<file path="config.mk">
export PLATFORM = sky130hd
export DESIGN_NAME = bitwise_op_stage
export DESIGN_NICKNAME = d
export VERILOG_FILES = /design/src/rtl/bitwise_op_stage.sv
export SDC_FILE = /design/constraint.sdc
export NUM_CORES = 1
export LEC_CHECK = 0
export ABC_AREA = 1
export CELL_PAD_IN_SITES_DETAIL_PLACEMENT = 1
export CELL_PAD_IN_SITES_GLOBAL_PLACEMENT = 1
export CORE_AREA = 2 2 62 64
export CTS_CLUSTER_DIAMETER = 30
export DETAILED_ROUTE_END_ITERATION = 12
export DIE_AREA = 0 0 64 66
export PLACE_DENSITY = 0.88
export SYNTH_ARGS = -nofsm -noshare
export SYNTH_HDL_FRONTEND = slang
export SYNTH_SLANG_ARGS = --single-unit
</file>
<file path="constraint.sdc">
create_clock -name clk -period 4.2 [get_ports clk]
set_clock_uncertainty 0.05 [all_clocks]
set_input_delay 0.63 -clock clk [delete_from_list [all_inputs] [get_ports clk]]
set_output_delay 0.63 -clock clk [all_outputs]
set_load 0.01 [all_outputs]
</file>
<file path="src/rtl/bitwise_op_stage.sv">
// Registered AND/OR/NOT/BUF stage with a 2-entry valid/ready output queue.
// Optional per-entry zero/logic flags are enabled by BITWISE_OP_FLAGS_EN.
module bitwise_op_stage #(
  parameter int WIDTH = 4,
  parameter int CNT_W = 8
) (
  input  logic             clk,
  input  logic             rst_n,
  input  logic             in_valid,
  output logic             in_ready,
  input  logic [WIDTH-1:0] in_a,
  input  logic [WIDTH-1:0] in_b,
  input  logic [1:0]       in_op,
  output logic             out_valid,
  input  logic             out_ready,
  output logic [WIDTH-1:0] out_data,
  output logic [1:0]       out_op,
`ifdef BITWISE_OP_FLAGS_EN
  output logic             out_zero,
  output logic             out_logic,
`endif
  output logic [CNT_W-1:0] op_count
);

  typedef enum logic [1:0] {
    EMPTY = 2'd0,
    ONE   = 2'd1,
    FULL  = 2'd2
  } state_e;

  typedef struct packed {
    logic [WIDTH-1:0] data;
    logic [1:0]       op;
`ifdef BITWISE_OP_FLAGS_EN
    logic             zero;
    logic             lgc;
`endif
  } entry_t;

  state_e     state_q, state_d;
  entry_t     head_q, head_d;
  entry_t     tail_q, tail_d;
  entry_t     new_e;
  logic [CNT_W-1:0] cnt_q, cnt_d;
  logic       push, pop;
  logic       a_nz, b_nz;

  assign push = in_valid && in_ready;
  assign pop  = out_valid && out_ready;
  assign a_nz = |in_a;
  assign b_nz = |in_b;

  always_comb begin
    new_e    = '0;
    new_e.op = in_op;
    unique case (in_op)
      2'b00: new_e.data = in_a & in_b;
      2'b01: new_e.data = in_a | in_b;
      2'b10: new_e.data = ~in_a;
      2'b11: new_e.data = in_a;
      default: new_e.data = '0;
    endcase
`ifdef BITWISE_OP_FLAGS_EN
    new_e.zero = ~|new_e.data;
    unique case (in_op)
      2'b00: new_e.lgc = a_nz && b_nz;
      2'b01: new_e.lgc = a_nz || b_nz;
      2'b10: new_e.lgc = !a_nz;
      2'b11: new_e.lgc = a_nz;
      default: new_e.lgc = 1'b0;
    endcase
`endif
  end

  always_ff @(posedge clk) begin
    if (!rst_n) begin
      state_q <= EMPTY;
      head_q  <= '0;
      tail_q  <= '0;
      cnt_q   <= '0;
    end else begin
      state_q <= state_d;
      head_q  <= head_d;
      tail_q  <= tail_d;
      cnt_q   <= cnt_d;
    end
  end

  always_comb begin
    state_d = state_q;
    unique case (state_q)
      EMPTY: if (push) state_d = ONE;
      ONE: begin
        if (push && !pop)      state_d = FULL;
        else if (!push && pop) state_d = EMPTY;
      end
      FULL: if (pop) state_d = ONE;
      default: state_d = EMPTY;
    endcase
  end

  always_comb begin
    in_ready  = (state_q != FULL);
    out_valid = (state_q != EMPTY);
  end

  // Head is always the oldest entry; tail only holds the second one.
  always_comb begin
    head_d = head_q;
    tail_d = tail_q;
    unique case (state_q)
      EMPTY: if (push) head_d = new_e;
      ONE: begin
        if (push && pop) head_d = new_e;
        else if (push)   tail_d = new_e;
      end
      FULL: if (pop) head_d = tail_q;
      default: ;
    endcase
  end

  assign cnt_d = cnt_q + CNT_W'(push);

  assign out_data  = head_q.data;
  assign out_op    = head_q.op;
  assign op_count  = cnt_q;
`ifdef BITWISE_OP_FLAGS_EN
  assign out_zero  = head_q.zero;
  assign out_logic = head_q.lgc;
`endif

endmodule

</file>
### Word-level counts from Yosys, hierarchy flattened

Cells that the tools add are included.

* bits in latches: 0
* input port bits: 14
* memory bits (writable): 0
* word-level logic and storage cells: 45
* bits in registers: 22
* output and inout port bits: 16
* memories kept: 0
* bits in read-only memories: 0

* shifts and indexed selects: 0
* eq/ne operators: 10
* add/subtract/negate cells: 1
* div/mod/pow operators: 0
* reductions and logical operators: 14
* multiply operators: 0
* bitwise logic cells: 4
* mux-type cells: 10
* $lt $le $gt $ge: 0

Operators with widths (number)
* 6-bit 2-to-1 mux: 3
* 6-bit case mux with 3 select lines: 1
* 4-bit case mux with 4 select lines: 1
* 8-bit by 1-bit adder with 8-bit output: 1
* 2-bit 2-to-1 mux: 4
* 2-bit inequality test, second input constant: 4
* 2-bit equality test, second input constant: 3
* 2-bit case mux with 3 select lines: 1
* 3-bit AND reduction: 2
* 1-bit logical AND: 5
* 4-bit AND: 1
* 2-bit by 1-bit equality test with 1-bit output, second input constant: 2
* 2-bit zero test: 2
* 4-bit inverter: 1
* 4-bit OR: 1
* 4-bit AND reduction: 1
* 3-bit inequality test, second input constant: 1
* 3-bit nonzero test: 1
* 1-bit zero test: 2
* 2-bit nonzero test: 1
* 1-bit inverter: 1

### Longest topological paths before layout

* depth after elaboration: 7
* depth in mapped cells: 9
* mapped depth without buffers: 9

### Worst setup path after synthesis

No wires, ideal clock.

* kind: input to register
* start: in in_valid
* end: reg cnt_q[6] (netlist: op_count[6])
* stages: 7
* arrival time: 1365 ps
* setup time: 78 ps
* slack: 2707 ps
* required time: 4072 ps
* buffers on the path: 0
* cell sequence: nand3_1 > inv_1 > ha_1 > nand3_1 > nor2_1 > a21oi_1 > nor3_1

* word-level cells in the longest chain between the ends: 2

Ends and longest elaborated chain
* start, declared: line 9 `input logic in_valid,`
* 1-bit logical AND: line 48 `assign push = in_valid && in_ready;`
* 8-bit by 1-bit adder with 8-bit output: line 122 `assign cnt_d = cnt_q + CNT_W'(push);`
* end signal, assigned: line 85 `cnt_q <= cnt_d;`
* end, declared: line 44 `logic [CNT_W-1:0] cnt_q, cnt_d;`

No other way between the ends.
A chain may end at the register's enable or synchronous reset.

### Final worst setup path

* start: reg state_q[1]
* end: out out_valid

* word-level cells in the longest chain between the ends: 1

Ends and longest elaborated chain
* start, declared: line 40 `state_e state_q, state_d;`
* start signal, assigned: line 82 `state_q <= state_d;`
* 2-bit nonzero test: line 104 `out_valid = (state_q != EMPTY);`
* end, declared: line 14 `output logic out_valid,`

No other way between the ends.

==> impl_results.md <==
- Buffer count from post-CTS setup fixing: 0
- Post-layout instance area: 1535 um2
- Die H: 66 um
- Crit path max-delay cell type: dfxtp_1
- Core Region: 3551 um2
- Simple-gate portion of the synthesized area: 32.77%
- Detailed Routing Iterations Pass 1: 4
- Vias in the first global route: 1175
- Max_cap viols: 0
- Post-DRT Antenna Nets: 0
- Mean routed wirelength per cell: 10.38 um
- Clock tree root buffer cell: clkbuf_4
- Share of the synthesized area in the top cell type: 37.21%
- Switching power of the nets: 0.1997 mW
- Adder-Cell Fraction of Synth Area: 2.114%
- Overall power: 0.5802 mW
- Clock power share: 20.4%
- WL final: 2729 um
- Number of remaining DRC errors: 0
- Setup ws final: 1.960 ns
- Maximum VDD drop: 0.1118 mV
- Crit path time final: 2.240 ns
- Comb pwr share: 35.7%
- Overflow after GRT: 0
- CP startpoint kind: register
- Mapped Avg Cell Area: 6.330 um2
- FP Rows: 22
- Synth Area in Compound Gates: 13.42%
- Gpl congestion: 0.7606
- Synth area leader: dfxtp_1
- I/O Pins: 30
- Hold WC Path Type: reg2reg
- Core Util, Final: 43.23%
- Syn Nets: 203
- Mapped cell area: 1184 um2
- TNS Setup: 0 ns
- Ys Warns: 0
- Largest net degree at the start of global routing: 18
- Non-filler instance count after layout: 263
- Diode count: 0
- Final slew viol count: 0
- Int Power: 0.3805 mW
- Largest family of logic cells by synthesized area: simple AND/OR/NAND/NOR gates
- Global-route wire length before repair: 5023 um
- Crit Path Category: reg2out
- Critical Path AT: 1.56 ns
- H-tree depth: 1
- HPWL after detailed placement: 2170 um
- Maximum achievable frequency: 0.4465 GHz
- Switching share of power: 34.42%
- CP Max Fanout: 7
- Final net count: 232
- Dpl ws: 1.913 ns
- Final setup vio count: 0
- RSZ-0062 raised after global routing: false
- Outcome: complete, no violations
- Relative slew margins: 62.04%
- Crit-path cells: inv_2, nand2_2, clkdlybuf4s50_1
- Initial antenna violation count: 0
- Total track usage: 14.89%
- Inserted Clock Buffers: 3
- DR vias/cell: 4.418
- Horiz. Die Dim: 64 um
- Hold_ws: 0.3938 ns
- Worst Tran Pin Value: 0.5676 ns
- Layout Area Growth over Synthesis: 29.70%
- Cell count after synthesis: 187
- Final hold vios: 0
- Worst path required time: 3.52 ns
- Starting DRT DRC Count: 13
- Worst-Skew Late Latency: 0.30 ns
- Fraction of layout cells with a size suffix above 1: 5.581%
- Vias: 1162
- Post-synthesis mux area share: 0%
- Pwr/cell area: 378.0 nW/um2
- Largest cells by area after synthesis: dfxtp_1, nand2_1, inv_1
- Pleak: 0.7532 nW
- FF+latch count, synth: 22
- DP Area: 1499 um2
- Fin crit share: 53.33%
- PortBufs: 29
- Cts repair resizes: 0
- Unique cell type count in the Yosys netlist: 19
- Sequential Power Share: 43.9%
- Seq/Total Area, Yosys: 37.21%
- Placed Cells: 259
- Worst Setup End Kind: primary output
- Max clock buf depth: 2
- CTS tree: built
- Clock slew at reported path FFs: 0.13 ns
- Clock sink count: 22
- Die area: 4224 um2
- Largest stage delay on the critical path: 0.55 ns
- Hold buffers post-CTS: 0
- XOR/XNOR share of the synthesized area: 0.7400%
- Initial Util: 33.33%
==> power groups by stage <==
stage	registers [mW]	clock network, mW	logic [mW]
2_1_floorplan	0.265	0	0.123
3_3_place_gp	0.259	0	0.204
3_5_place_dp	0.260	0	0.209
4_1_cts	0.255	0.124	0.211
5_1_grt	0.259	0.138	0.236
6_report	0.255	0.118	0.207
==> final cells by class <==
cell class | instances | area, um2
clock buffers | 4 | 36.28
fillers | 470 | 2016
flip-flops and latches | 22 | 440.4
inverters | 34 | 127.6
repair buffers | 29 | 290.3
multi-input cells | 126 | 580.6
well taps | 48 | 60.06
==> registers in the layout (all words and copies together) (netlist names) <==
| register | count |
|---|---|
| out_data | 4 |
| out_op | 2 |
| op_count | 8 |
| tail_q | 6 |
| state_q | 2 |
==> cell usage after synthesis <==
cell type	count
nand3_1	12
nand2_1	47
dfxtp_1	22
inv_2	1
nor2_2	2
a21oi_1	16
nand2_2	2
o21ai_1	4
nand2_4	2
nor3_1	2
nor2_1	25
o21ai_2	1
xnor2_1	1
buf_6	2
inv_1	33
o21ai_0	10
clkbuf_1	2
clkbuf_2	1
ha_1	2
==> worst max-delay path: cells and delay by family (launching register included) <==
kind	cells	cell delay [ns]
buf+inv	2	0.61
flops	1	0.55
simple gates	1	0.10
==> cells by family (layout without fill, tap and decap cells) <==
kind of cell,after synthesis,after routing
flops,22,22
fa+ha+maj,2,2
buf+inv,39,67
xor+xnor,1,1
simple gates,92,92
compound gates,31,31
==> per-layer routing <==
metal | part of all wire (%) | routed length [um] | global-route usage, %
met3 | 2.9 | 79 | 3.066
met4 | 0.62 | 17 | 4.891
met5 | 0 | 0 | 0
met1 | 48 | 1310 | 17.95
met2 | 48 | 1322 | 26.30
==> cell usage in the layout, fill, tap and decap left out, drive strengths merged <==
cell type / count
nand3: 12
ha: 2
nor2: 27
nor3: 2
inv: 34
clkdlybuf4s50: 29
xnor2: 1
o21ai: 15
clkbuf: 4
dfxtp: 22
nand2: 51
a21oi: 16
==> path summary, 6_finish.rpt <==
check,startpoint,end,slack [ns],cells past startpoint
hold reg to reg,state_q[0],state_q[0],0.39,1
setup reg to reg,state_q[0],op_count[6],2.46,9
hold / removal,state_q[0],state_q[0],0.39,1
setup / recovery,state_q[1],out_valid,1.96,3
(Power assumes the default switching activity.)
